[config.mk]
export PLATFORM = sky130hd
export DESIGN_NAME = io_gate_flat
export DESIGN_NICKNAME = d
export VERILOG_FILES = /design/src/rtl/io_gate_if.sv /design/src/rtl/io_gate.sv /design/src/flat_wrapper.sv
export SDC_FILE = /design/constraint.sdc
export NUM_CORES = 1
export LEC_CHECK = 0
export BUFFER_PORTS_ARGS = -buffer_cell sky130_fd_sc_hd__buf_2
export CORE_ASPECT_RATIO = 0.75
export CORE_MARGIN = 2
export CORE_UTILIZATION = 51
export CTS_CLUSTER_DIAMETER = 80
export CTS_CLUSTER_SIZE = 20
export DETAILED_ROUTE_END_ITERATION = 8
export GPL_TIMING_DRIVEN = 1
export MAX_ROUTING_LAYER = met4
export PLACE_DENSITY = 0.9
export REMOVE_ABC_BUFFERS = 1
export SYNTH_ARGS = -nofsm -noshare
export SYNTH_HDL_FRONTEND = slang
export SYNTH_SLANG_ARGS = --single-unit
[constraint.sdc]
create_clock -name clk_i -period 3.95 [get_ports clk_i]
set_input_delay 0.79 -clock clk_i [delete_from_list [all_inputs] [get_ports clk_i]]
set_output_delay 0.79 -clock clk_i [all_outputs]
set_load 0.005 [all_outputs]
[src/rtl/io_gate_if.sv]
// Signal bundle for io_gate. It covers the CPU bus, the permission-bitmap check port and the I/O bus.
// slave is the io_gate view of the bundle; master is the view of whatever drives io_gate.
interface io_gate_if #(
    parameter int ASID_W = 6,
    parameter int ADR_W  = 20
);
    logic              cs_i;
    logic              cyc_i;
    logic              stb_i;
    logic              we_i;
    logic [3:0]        sel_i;
    logic              priv_i;
    logic [ASID_W-1:0] asid_i;
    logic [ADR_W-1:0]  adr_i;
    logic [31:0]       dat_i;
    logic              ack_o;
    logic              err_o;
    logic [31:0]       dat_o;
    logic              bm_cs_o;
    logic              bm_cyc_o;
    logic              bm_stb_o;
    logic [ASID_W-1:0] bm_asid_o;
    logic [ADR_W-1:0]  bm_adr_o;
    logic              bm_gate_i;
    logic              bm_gate_en_i;
    logic              io_cyc_o;
    logic              io_stb_o;
    logic              io_we_o;
    logic [3:0]        io_sel_o;
    logic [ADR_W-1:0]  io_adr_o;
    logic [31:0]       io_dat_o;
    logic [31:0]       io_dat_i;
    logic              io_ack_i;
    logic              fault_o;
    logic [ADR_W-1:0]  fault_adr_o;
    logic [ASID_W-1:0] fault_asid_o;

    modport slave (
        input  cs_i, cyc_i, stb_i, we_i, sel_i, priv_i, asid_i, adr_i, dat_i,
               bm_gate_i, bm_gate_en_i, io_dat_i, io_ack_i,
        output ack_o, err_o, dat_o, bm_cs_o, bm_cyc_o, bm_stb_o, bm_asid_o, bm_adr_o,
               io_cyc_o, io_stb_o, io_we_o, io_sel_o, io_adr_o, io_dat_o,
               fault_o, fault_adr_o, fault_asid_o
    );

    modport master (
        output cs_i, cyc_i, stb_i, we_i, sel_i, priv_i, asid_i, adr_i, dat_i,
               bm_gate_i, bm_gate_en_i, io_dat_i, io_ack_i,
        input  ack_o, err_o, dat_o, bm_cs_o, bm_cyc_o, bm_stb_o, bm_asid_o, bm_adr_o,
               io_cyc_o, io_stb_o, io_we_o, io_sel_o, io_adr_o, io_dat_o,
               fault_o, fault_adr_o, fault_asid_o
    );
endinterface

[src/rtl/io_gate.sv]
// Gatekeeper for CPU I/O cycles. Privileged cycles go straight to the I/O bus; all others are
// first checked against the permission bitmap. Define IO_GATE_TIMEOUT_EN to enable the optional watchdog.
module io_gate #(
    parameter int ASID_W     = 6,
    parameter int ADR_W      = 20,
    parameter int TMO_CYCLES = 255
) (
    input  logic     clk_i,
    input  logic     rst_i,
    io_gate_if.slave bus
);
    typedef enum logic [2:0] {
        ST_IDLE,
        ST_LOOKUP,
        ST_FWD,
        ST_RESP,
        ST_DENY,
        ST_WAITEND
    } state_t;

    state_t            r_state;
    state_t            w_state_nxt;
    logic              r_we;
    logic [3:0]        r_sel;
    logic [ASID_W-1:0] r_asid;
    logic [ADR_W-1:0]  r_adr;
    logic [31:0]       r_dat;
    logic [31:0]       r_rdat;
    logic [ADR_W-1:0]  r_fault_adr;
    logic [ASID_W-1:0] r_fault_asid;
    logic              w_req;
    logic              w_tmo;
    logic              w_bm_stb;
    logic              w_io_stb;
    logic              w_ack;
    logic              w_err;

    assign w_req = bus.cs_i & bus.cyc_i & bus.stb_i;

`ifdef IO_GATE_TIMEOUT_EN
    localparam int CNT_W = ($clog2(TMO_CYCLES + 1) > 8) ? $clog2(TMO_CYCLES + 1) : 8;
    logic [CNT_W-1:0] r_tmo_cnt;

    // Any state change restarts the count, so the FWD leg of a gated access gets its own full budget.
    always_ff @(posedge clk_i) begin
        if (rst_i || (w_state_nxt != r_state)) begin
            r_tmo_cnt <= '0;
        end else if ((r_state == ST_LOOKUP) || (r_state == ST_FWD)) begin
            r_tmo_cnt <= r_tmo_cnt + CNT_W'(1);
        end
    end

    assign w_tmo = (r_tmo_cnt == CNT_W'(TMO_CYCLES - 1));
`else
    assign w_tmo = 1'b0;
`endif

    always_comb begin
        // NOTE: every signal gets a default before the case, so no path can infer a latch.
        w_state_nxt = r_state;
        w_bm_stb    = 1'b0;
        w_io_stb    = 1'b0;
        w_ack       = 1'b0;
        w_err       = 1'b0;
        unique case (r_state)
            ST_IDLE: begin
                if (w_req) w_state_nxt = bus.priv_i ? ST_FWD : ST_LOOKUP;
            end
            ST_LOOKUP: begin
                w_bm_stb = 1'b1;
                if (!bus.cyc_i)             w_state_nxt = ST_IDLE;
                else if (bus.bm_gate_en_i)  w_state_nxt = bus.bm_gate_i ? ST_FWD : ST_DENY;
                else if (w_tmo)             w_state_nxt = ST_DENY;
            end
            ST_FWD: begin
                w_io_stb = 1'b1;
                if (!bus.cyc_i)         w_state_nxt = ST_IDLE;
                else if (bus.io_ack_i)  w_state_nxt = ST_RESP;
                else if (w_tmo)         w_state_nxt = ST_DENY;
            end
            ST_RESP: begin
                w_ack       = 1'b1;
                w_state_nxt = ST_WAITEND;
            end
            ST_DENY: begin
                w_err       = 1'b1;
                w_state_nxt = ST_WAITEND;
            end
            ST_WAITEND: begin
                if (!bus.stb_i) w_state_nxt = ST_IDLE;
            end
            default: w_state_nxt = ST_IDLE;
        endcase
    end

    always_ff @(posedge clk_i) begin
        if (rst_i) begin
            r_state      <= ST_IDLE;
            r_we         <= 1'b0;
            r_sel        <= '0;
            r_asid       <= '0;
            r_adr        <= '0;
            r_dat        <= '0;
            r_rdat       <= '0;
            r_fault_adr  <= '0;
            r_fault_asid <= '0;
        end else begin
            // NOTE: sequential state uses <= so every register samples pre-edge values together.
            r_state <= w_state_nxt;
            if ((r_state == ST_IDLE) && w_req) begin
                r_we   <= bus.we_i;
                r_sel  <= bus.sel_i;
                r_asid <= bus.asid_i;
                r_adr  <= bus.adr_i;
                r_dat  <= bus.dat_i;
            end
            if ((r_state == ST_FWD) && (w_state_nxt == ST_RESP)) begin
                r_rdat <= r_we ? 32'h0 : bus.io_dat_i;
            end
            if (w_state_nxt == ST_DENY) begin
                r_rdat       <= 32'h0;
                r_fault_adr  <= r_adr;
                r_fault_asid <= r_asid;
            end
        end
    end

    assign bus.ack_o        = w_ack;
    assign bus.err_o        = w_err;
    assign bus.fault_o      = w_err;
    assign bus.dat_o        = r_rdat;
    assign bus.bm_cs_o      = w_bm_stb;
    assign bus.bm_cyc_o     = w_bm_stb;
    assign bus.bm_stb_o     = w_bm_stb;
    assign bus.bm_asid_o    = w_bm_stb ? r_asid : '0;
    assign bus.bm_adr_o     = w_bm_stb ? r_adr : '0;
    assign bus.io_cyc_o     = w_io_stb;
    assign bus.io_stb_o     = w_io_stb;
    assign bus.io_we_o      = w_io_stb & r_we;
    assign bus.io_sel_o     = w_io_stb ? r_sel : 4'h0;
    assign bus.io_adr_o     = w_io_stb ? r_adr : '0;
    assign bus.io_dat_o     = w_io_stb ? r_dat : 32'h0;
    assign bus.fault_adr_o  = r_fault_adr;
    assign bus.fault_asid_o = r_fault_asid;
endmodule

[src/flat_wrapper.sv]
// flat-port wrapper written by rule: the top's interface ports become plain ports
module io_gate_flat 
#(
    parameter int ASID_W     = 6,
    parameter int ADR_W      = 20,
    parameter int TMO_CYCLES = 255
)
  (clk_i, rst_i, bus_cs_i, bus_cyc_i, bus_stb_i, bus_we_i, bus_sel_i, bus_priv_i, bus_asid_i, bus_adr_i, bus_dat_i, bus_bm_gate_i, bus_bm_gate_en_i, bus_io_dat_i, bus_io_ack_i, bus_ack_o, bus_err_o, bus_dat_o, bus_bm_cs_o, bus_bm_cyc_o, bus_bm_stb_o, bus_bm_asid_o, bus_bm_adr_o, bus_io_cyc_o, bus_io_stb_o, bus_io_we_o, bus_io_sel_o, bus_io_adr_o, bus_io_dat_o, bus_fault_o, bus_fault_adr_o, bus_fault_asid_o);
  io_gate_if #(.ASID_W(ASID_W), .ADR_W(ADR_W)) bus_i ();
  input  logic clk_i;
  input  logic rst_i;
  input wire logic [$bits(bus_i.cs_i)-1:0] bus_cs_i;
  input wire logic [$bits(bus_i.cyc_i)-1:0] bus_cyc_i;
  input wire logic [$bits(bus_i.stb_i)-1:0] bus_stb_i;
  input wire logic [$bits(bus_i.we_i)-1:0] bus_we_i;
  input wire logic [$bits(bus_i.sel_i)-1:0] bus_sel_i;
  input wire logic [$bits(bus_i.priv_i)-1:0] bus_priv_i;
  input wire logic [$bits(bus_i.asid_i)-1:0] bus_asid_i;
  input wire logic [$bits(bus_i.adr_i)-1:0] bus_adr_i;
  input wire logic [$bits(bus_i.dat_i)-1:0] bus_dat_i;
  input wire logic [$bits(bus_i.bm_gate_i)-1:0] bus_bm_gate_i;
  input wire logic [$bits(bus_i.bm_gate_en_i)-1:0] bus_bm_gate_en_i;
  input wire logic [$bits(bus_i.io_dat_i)-1:0] bus_io_dat_i;
  input wire logic [$bits(bus_i.io_ack_i)-1:0] bus_io_ack_i;
  output wire logic [$bits(bus_i.ack_o)-1:0] bus_ack_o;
  output wire logic [$bits(bus_i.err_o)-1:0] bus_err_o;
  output wire logic [$bits(bus_i.dat_o)-1:0] bus_dat_o;
  output wire logic [$bits(bus_i.bm_cs_o)-1:0] bus_bm_cs_o;
  output wire logic [$bits(bus_i.bm_cyc_o)-1:0] bus_bm_cyc_o;
  output wire logic [$bits(bus_i.bm_stb_o)-1:0] bus_bm_stb_o;
  output wire logic [$bits(bus_i.bm_asid_o)-1:0] bus_bm_asid_o;
  output wire logic [$bits(bus_i.bm_adr_o)-1:0] bus_bm_adr_o;
  output wire logic [$bits(bus_i.io_cyc_o)-1:0] bus_io_cyc_o;
  output wire logic [$bits(bus_i.io_stb_o)-1:0] bus_io_stb_o;
  output wire logic [$bits(bus_i.io_we_o)-1:0] bus_io_we_o;
  output wire logic [$bits(bus_i.io_sel_o)-1:0] bus_io_sel_o;
  output wire logic [$bits(bus_i.io_adr_o)-1:0] bus_io_adr_o;
  output wire logic [$bits(bus_i.io_dat_o)-1:0] bus_io_dat_o;
  output wire logic [$bits(bus_i.fault_o)-1:0] bus_fault_o;
  output wire logic [$bits(bus_i.fault_adr_o)-1:0] bus_fault_adr_o;
  output wire logic [$bits(bus_i.fault_asid_o)-1:0] bus_fault_asid_o;
  assign bus_i.cs_i = bus_cs_i;
  assign bus_i.cyc_i = bus_cyc_i;
  assign bus_i.stb_i = bus_stb_i;
  assign bus_i.we_i = bus_we_i;
  assign bus_i.sel_i = bus_sel_i;
  assign bus_i.priv_i = bus_priv_i;
  assign bus_i.asid_i = bus_asid_i;
  assign bus_i.adr_i = bus_adr_i;
  assign bus_i.dat_i = bus_dat_i;
  assign bus_i.bm_gate_i = bus_bm_gate_i;
  assign bus_i.bm_gate_en_i = bus_bm_gate_en_i;
  assign bus_i.io_dat_i = bus_io_dat_i;
  assign bus_i.io_ack_i = bus_io_ack_i;
  assign bus_ack_o = bus_i.ack_o;
  assign bus_err_o = bus_i.err_o;
  assign bus_dat_o = bus_i.dat_o;
  assign bus_bm_cs_o = bus_i.bm_cs_o;
  assign bus_bm_cyc_o = bus_i.bm_cyc_o;
  assign bus_bm_stb_o = bus_i.bm_stb_o;
  assign bus_bm_asid_o = bus_i.bm_asid_o;
  assign bus_bm_adr_o = bus_i.bm_adr_o;
  assign bus_io_cyc_o = bus_i.io_cyc_o;
  assign bus_io_stb_o = bus_i.io_stb_o;
  assign bus_io_we_o = bus_i.io_we_o;
  assign bus_io_sel_o = bus_i.io_sel_o;
  assign bus_io_adr_o = bus_i.io_adr_o;
  assign bus_io_dat_o = bus_i.io_dat_o;
  assign bus_fault_o = bus_i.fault_o;
  assign bus_fault_adr_o = bus_i.fault_adr_o;
  assign bus_fault_asid_o = bus_i.fault_asid_o;
  io_gate #(.ASID_W(ASID_W), .ADR_W(ADR_W), .TMO_CYCLES(TMO_CYCLES)) u_core (.clk_i(clk_i), .rst_i(rst_i), .bus(bus_i));
endmodule
Yosys cells after proc, flatten, opt, wreduce, memory -nomap -nowiden
Cells that the tools add are included.
{"block": "totals", "regBits": 124, "inputBits": 104, "elab_cells": 43}
{"block": "classes", "mux": 19, "bitwise_logic": 3, "eq_ne": 7, "n_reduce_logical": 5}
{"cell": "2-to-1 mux 32 bit", "n": 2}
{"cell": "2-to-1 mux 20 bit", "n": 2}
{"cell": "2-to-1 mux 3 bit", "n": 7}
{"cell": "case mux 3 bit (5 select lines)", "n": 1}
{"cell": "== test 3 x 2 -> 1 bit, second input constant", "n": 3}
{"cell": "== test 3 bit, second input constant", "n": 3}
{"cell": "2-to-1 mux 6 bit", "n": 1}
{"cell": "2-to-1 mux 1 bit", "n": 4}
{"cell": "2-to-1 mux 4 bit", "n": 1}
{"cell": "OR reduction 2 bit", "n": 2}
{"cell": "bitwise AND 1 bit", "n": 3}
{"cell": "== test 3 x 1 -> 1 bit, second input constant", "n": 1}
{"cell": "zero test 3 bit", "n": 1}
{"cell": "logical AND 1 bit", "n": 2}
{"cell": "2-to-1 mux 2 bit", "n": 1}

Longest topological paths before layout
Gate-level depths: netlist (run 1).
{"block": "depth", "ltp_word": 6, "depth_mapped": 6, "depth_no_buf": 4}

Worst setup path before layout (run 1)
No wires, ideal clock.
{"block": "synth_timing", "path_kind": "register -> output", "start": "reg u_core.r_state[1]", "end": "out bus_bm_adr_o[15]", "stages_incl_launch_ff": 5, "arrival_time_ns": 1.463, "setup_slack_ns": 1.697, "path_cell_list": "dfxtp_1 -> clkbuf_1 -> nor3b_1 -> clkbuf_1 -> and2_1"}
{"block": "synth_via", "elab_chain_len": 3}
{"element": "start: declaration", "line_no": "io_gate.sv:21", "rtl": "state_t r_state;"}
{"element": "start signal: assignment", "line_no": "io_gate.sv:109", "rtl": "r_state <= w_state_nxt;"}
{"element": "== test 3 x 1 -> 1 bit", "line_no": "io_gate.sv:65", "rtl": "unique case (r_state)"}
{"element": "2-to-1 mux 1 bit", "line_no": "io_gate.sv:65"}
{"element": "named net bus_bm_cs_o", "line_no": "flat_wrapper.sv:28", "rtl": "output wire logic [$bits(bus_i.bm_cs_o)-1:0] bus_bm_cs_o;"}
{"element": "2-to-1 mux 20 bit", "line_no": "io_gate.sv:136", "rtl": "assign bus.bm_adr_o = w_bm_stb ? r_adr : '0;"}
{"element": "end: declaration", "line_no": "flat_wrapper.sv:32", "rtl": "output wire logic [$bits(bus_i.bm_adr_o)-1:0] bus_bm_adr_o;"}
The timed path passes the listed nets, and every way through them passes these cells.

Final worst setup path (run 1)
{"block": "layout_timing", "start": "reg u_core.r_state[1]", "end": "out bus_io_adr_o[1]"}
{"block": "layout_via", "elab_chain_len": 3}
{"element": "== test 3 x 2 -> 1 bit", "line_no": "io_gate.sv:65"}
{"element": "2-to-1 mux 1 bit", "line_no": "io_gate.sv:65"}
{"element": "2-to-1 mux 20 bit", "line_no": "io_gate.sv:141", "rtl": "assign bus.io_adr_o = w_io_stb ? r_adr : '0;"}
{"element": "end: declaration", "line_no": "flat_wrapper.sv:37", "rtl": "output wire logic [$bits(bus_i.io_adr_o)-1:0] bus_io_adr_o;"}
Every way passes these cells.

==> reports/qor.yml, run 1 <==
sta:
  slew_headroom_pct: 22.0
  drv_slew: 0
  fmax_mhz: 315
  setup-tns-final_ns: 0
  worst_pin_slew_ns: 1.17
  period_minus_slack_ns: 3.17
  finalCritPeriodShare_pct: 80.3
  clock_skew_ns: 0.00971
  grt_setup_unrepaired: "no"
  setup_viol: 0
  hold_viol_final: 0
worst_setup_path:
  path_max_fanout: 33
  worstPathArrival_ns: 2.38
  critical_path_class: "reg -> out"
  crit_top_cell: "buf_4"
  worstPathRequired_ns: 3.16
  crit_path_max_incr_delay_ns: 0.62
  slowest_stage: "dfxtp_1"
  crit_chain: "or3b_1, buf_4, inv_2, buf_4, and2_1, buf_2"
  worst_setup_path_end_kind: "primary output"
  critPathLaunchType: "register"
cells_and_area:
  layout_common_cells: "buf_2, dfxtp_1, a21oi_1, o21ai_0, nand3_1"
  final_util_pct: 70.8
  final_layout_size_suffix_gt1_share_pct: 33.8
  stdcell_count: 1032
  mostFrequentLayoutCell: "buf_2"
  diodes: 0
  synthToLayoutAreaGrowth_pct: 33.5
  num-nets-final: 987
  nFillCells: 883
power:
  clock_power_share_pct: 53.2
  p_leak_uw: 0.00323
  max-vdd-ir-drop_mv: 0.346
  internal_power_uw: 2490
  sequentialPowerShare_pct: 40.1
  sw_frac_of_total_pct: 22.8
  powerDensity_mw_per_mm2: 438
  power_switching_uw: 735
  power_frac_comb_pct: 6.7
grt:
  grt_max_degree: 65
  grt_pass1_vias: 5269
  overflow: 0
  grt_pass1_wl_um: 26600
  antenna_found_initial: 0
  grt_usage_pct: 29.8
routing:
  routed_wl_um: 17200
  first_pass_iters: 5
  drc_errors: 0
  first_iter_violations: 760
  num_vias: 5856
  final_antenna_net_count: 0
  vias_per_cell: 5.67
  routedWlPerCell_um: 16.6
placed_design:
  io_buffers: 252
  gp_congestion: 0.805
  dp_cells: 1000
  hpwl_um: 10900
clock_tree:
  cts_tree: "done"
  cts_root_buf: "clkbuf_16"
  htree_levels: 4
  cts_resized: 0
  numCtsBuffers: 17
  cts_hold_buf: 0
  clk_latency_ns: 0.40
  clk_path_buf_depth: 2
  clk_pin_slew_ns: 0.06
  post_cts_buffers: 0
  cts.sinks: 124
flow_run:
  cap_violations: 0
synthesis:
  synthesis.area_mm2: 0.00552
  synthCells: 682
  ys_seq_elements: 124
  synth.distinct_cells: 29
  syn_area_per_cell_um2: 8.09
  yosysWarnings: 0
  ys_seq_area_share_pct: 45.0
floorplan:
  start_util_pct: 53.0
  dieWidth_um: 124
  die-height_um: 94.1
  dieArea_mm2: 0.0117
  rows: 32
  ioPinCount: 253
  core-area_mm2: 0.0104
min_path:
  hold_class: "reg -> reg"
status:
  status: "completed"
[metal layers]
metal	part of all wire, %	vias up	GRT usage, %
met3	7.4	34	7.16
met4	2.2	0	10.6
met5	0	-	-
met2	49	262	45.4
li1	-	2815	-
met1	42	2745	38.7
[logic make-up after synthesis]
group	Yosys count	share of synthesized area, %
flops	124	45.0
simple gates	225	25.7
buf+inv	83	6.44
compound gates	250	22.9
[cell usage after synthesis]
| master | n | area (µm²) |
|---|---|---|
| buf_4 | 4 | 30.0 |
| and3b_1 | 3 | 26.3 |
| and2_1 | 85 | 532 |
| nor4b_4 | 1 | 23.8 |
| inv_1 | 1 | 3.75 |
| a31oi_1 | 3 | 18.8 |
| nand2b_1 | 1 | 6.26 |
| dfxtp_1 | 124 | 2480 |
| clkinv_1 | 1 | 3.75 |
| a21oi_1 | 122 | 611 |
| nand3_1 | 89 | 445 |
| or4b_1 | 1 | 10.0 |
| buf_2 | 17 | 85.1 |
| buf_6 | 1 | 11.3 |
| buf_1 | 1 | 3.75 |
| or3b_2 | 1 | 8.76 |
| or3_1 | 1 | 6.26 |
| nand2_1 | 3 | 11.3 |
| nand4b_1 | 32 | 280 |
| or3b_1 | 1 | 8.76 |
| o21ai_1 | 5 | 25.0 |
| nor2b_1 | 1 | 6.26 |
| nor3b_1 | 4 | 30.0 |
| a21o_1 | 2 | 15.0 |
| nand3b_1 | 1 | 7.51 |
| o21ai_0 | 117 | 586 |
| nor3b_2 | 1 | 12.5 |
| a2bb2oi_1 | 1 | 8.76 |
| clkbuf_1 | 58 | 218 |
[final cells by class]
class	instances	area [µm²]	area share, %
sequential	124	2480	33.7
clock inverter	14	218	2.96
multi-input combinational	475	2690	36.6
clock buffer	18	439	5.96
tap	136	170	2.31
timing repair buffer	263	1360	18.4
inverter	2	7.51	0.102
[final timing paths]
kind,cells past startpoint,endpoint,startpoint,slack [ns]
worst min-delay path,2,u_core.bus.dat_o[1],u_core.bus.dat_o[1],0.47
worst max-delay path,6,bus_io_adr_o[1],u_core.r_state[1],0.78
worst max register to register,3,u_core.r_state[0],u_core.r_state[1],1.55
worst min register to register,2,u_core.bus.dat_o[1],u_core.bus.dat_o[1],0.47
[critical path: cells and delay by family (launching register included)]
kind          cells  cell delay (ns)
buf+inv           4             0.79
simple gates      2             0.56
flops             1             0.62
[stage by stage]
stage	setup slack, ns	instance area, µm²	hold WS (ns)	total power [µW]
after global routing	0.597	7370	0.484	3320
after CTS	0.803	7370	0.469	3230
after detailed placement	1.21	6710	0.461	1530
after floorplan	0.395	5170	0.442	1410
final	0.778	7370	0.470	3230
after global placement	1.19	6710	0.456	1530
[flip-flops by register name, indices dropped and copies added, names as in the netlist]
signal and cells:
u_core.bus.dat_o 32, u_core.bus.fault_adr_o 20, u_core.bus.fault_asid_o 6, u_core.r_adr 20, u_core.r_asid 6, u_core.r_dat 32
u_core.r_sel 4, u_core.r_state 3, u_core.r_we 1
[power groups by stage]
stage	Sequential [µW]	Combinational [µW]	Clock (µW)
6_report	1290	216	1710
5_1_grt	1300	239	1780
4_1_cts	1290	213	1720
3_5_place_dp	1320	212	0
3_3_place_gp	1320	209	0
2_1_floorplan	1310	93.2	0
No activity file was read; power rests on OpenSTA's default activity.
==> inputs of run 2 (changes only) <==
- ABC_AREA: unset -> 1
- CORE_UTILIZATION: 51 -> 46
- PLACE_DENSITY: 0.9 -> 0.84
- clock period: 3.95 -> 3.3 ns (I/O delays scaled with it)
==> reports/qor.yml, run 2 <==
status:
  status: "completed"
sta:
  clock_skew_ns: 0.00940
  hold_viol_final: 0
  fmax_mhz: 371
  period_minus_slack_ns: 2.70
  slew_headroom_pct: 54.8
  whs_ns: 0.461
  setup_viol: 0
  worst_pin_slew_ns: 0.677
  setup-tns-final_ns: 0
  drv_slew: 0
  finalCritPeriodShare_pct: 81.7
  grt_setup_unrepaired: "no"
floorplan:
  core-area_mm2: 0.0109
  ioPinCount: 253
  start_util_pct: 47.0
  dieArea_mm2: 0.0120
  rows: 33
  dieWidth_um: 126
  die-height_um: 95.4
placed_design:
  hpwl_um: 9940
  placed_area_mm2: 0.00636
  io_buffers: 252
  gp_congestion: 0.871
clock_tree:
  post_cts_buffers: 0
  cts_tree: "done"
  clk_latency_ns: 0.40
  numCtsBuffers: 17
  cts_hold_buf: 0
  htree_levels: 4
  cts.sinks: 124
  cts_root_buf: "clkbuf_16"
  clk_pin_slew_ns: 0.06
  cts_resized: 0
  clk_path_buf_depth: 2
synthesis:
  synth-simple-area-share_pct: 28.6
  syn_area_per_cell_um2: 6.96
  synthMuxAreaShare_pct: 0
  ys.flop_type: "dfxtp_1"
  synthArstFlopShare_pct: 0
  ys_seq_area_share_pct: 48.5
  yosysWarnings: 0
  synthDominantCellAreaShare_pct: 48.5
  synthAdderAreaFrac_pct: 0
  synth_edf_count: 0
  synth.area.top_cells: "dfxtp_1, nor2_1, o21ai_0"
  yosysMostFrequentCell: "nor2_1"
  synth_compound_area_share_pct: 12.2
  ys_seq_elements: 124
  synthCells: 736
  synth_top_family_by_area: "simple AND/OR/NAND/NOR gates"
  synthesis.area_mm2: 0.00512
  yosys.area.top_type: "dfxtp_1"
  synth.distinct_cells: 24
  synth_xor_area_share_pct: 0
  yosys-top-cells-count: "nor2_1, dfxtp_1, o21ai_0"
worst_setup_path:
  worstPathRequired_ns: 2.64
  critical_path_class: "reg -> out"
  critPathLaunchType: "register"
  cp_num_buf_inv: 2
  r2r_slack_ns: 1.14
  crit_family: "buffers and inverters"
  r2r-start: "u_core.r_state[2]"
  slowest_stage: "dfxtp_1"
  path_max_fanout: 42
  worstPathArrival_ns: 2.04
  reg2reg_to: "u_core.bus.dat_o[22]"
  worst_setup_path_end_kind: "primary output"
  crit_path_max_incr_delay_ns: 0.47
  r2r_cells: 6
  crit_chain: "nor2_2, nand2_2, buf_4, nor2_1, buf_2"
power:
  sw_frac_of_total_pct: 23.8
  internal_power_uw: 2690
  power_switching_uw: 837
  clock_power_share_pct: 49.1
  sequentialPowerShare_pct: 44.6
  p_leak_uw: 0.00353
  power_uw: 3520
  powerDensity_mw_per_mm2: 509
  max-vdd-ir-drop_mv: 0.332
  power_frac_comb_pct: 6.3
routing:
  num_vias: 5358
  final_antenna_net_count: 0
  drc_errors: 0
  first_iter_violations: 408
  routedWlPerCell_um: 13.0
  vias_per_cell: 4.80
  first_pass_iters: 5
  routed_wl_um: 14600
cells_and_area:
  layout_common_cells: "nor2_1, buf_2, dfxtp_1, o21ai_0, inv_1"
  nFillCells: 1013
  num-nets-final: 1067
  final_layout_size_suffix_gt1_share_pct: 30.9
  design_area_mm2: 0.00693
  synthToLayoutAreaGrowth_pct: 35.2
  final_util_pct: 63.5
  mostFrequentLayoutCell: "nor2_1"
min_path:
  hold_path.startpoint: "u_core.bus.dat_o[29]"
  hold_class: "reg -> reg"
  min_path_cells: 2
  min_to: "u_core.bus.dat_o[29]"
grt:
  grt_max_degree: 65
  grt_pass1_vias: 4644
  grt_usage_pct: 23.8
  antenna_found_initial: 1
  overflow: 0
  grt_pass1_wl_um: 22400
flow_run:
  cap_violations: 0
run 2: worst reg2reg max path: stages (launching register included):
cell,delay (ns)
dfxtp_1,0.36
inv_1,0.16
nand3_4,0.36
nor2_8,0.50
inv_6,0.19
nand2_4,0.34
a21oi_1,0.11
run 2: power groups by stage:
stage                     logic (µW)  clock network [µW]  registers, µW
final                            221                1730           1570
after global routing             251                1830           1580
after CTS                        222                1760           1570
after detailed placement         220                   0           1600
after global placement           217                   0           1600
after floorplan                  107                   0           1600
run 2: layout make-up:
class / count / area (µm²) / area share, %
diodes: 1 / 2.50 / 0.0361
clock buffers: 18 / 439 / 6.34
clock inverters: 14 / 124 / 1.79
inverters: 74 / 283 / 4.08
multi-input cells: 487 / 2090 / 30.2
flip-flops and latches: 124 / 2480 / 35.8
well taps: 140 / 175 / 2.53
repair buffers: 259 / 1330 / 19.2
run 2: logic make-up (layout without fill, tap and decap cells):
kind of cell	count (synthesis)	after routing
other	0	1
AO/OA/AOI/OAI	124	124
flip-flops	124	124
AND/OR/NAND/NOR	363	363
buffers and inverters	125	365
run 2: how the worst max path moves through the flow:
| stage | cells after the start | from | end | slack [ns] |
|---|---|---|---|---|
| final | 5 | u_core.r_state[0] | bus_io_adr_o[8] | 0.60 |
| after CTS | 5 | u_core.r_state[0] | bus_io_adr_o[8] | 0.60 |
| after global placement | 5 | u_core.r_state[0] | bus_io_dat_o[23] | 1.11 |
| after global routing | 5 | u_core.r_state[0] | bus_io_dat_o[4] | 0.42 |
| after floorplan | 5 | bus_stb_i | u_core.r_adr[0] | 0.59 |
| after detailed placement | 5 | u_core.r_state[0] | bus_io_dat_o[24] | 1.04 |
run 2: per-stage QoR:
step | instances | worst slack [ns]
floorplan | 685 | 0.592
global route | 1117 | 0.417
finish | 1117 | 0.605
CTS | 1116 | 0.599
global placement | 1084 | 1.11
detailed placement | 1084 | 1.04
run 2: layer usage:
metal	up-vias	routed length, µm	global-route usage (%)
li1	2730	-	-
met3	29	857	4.55
met5	-	0	-
met2	190	6840	36.9
met4	0	357	10.5
met1	2409	6520	30.7
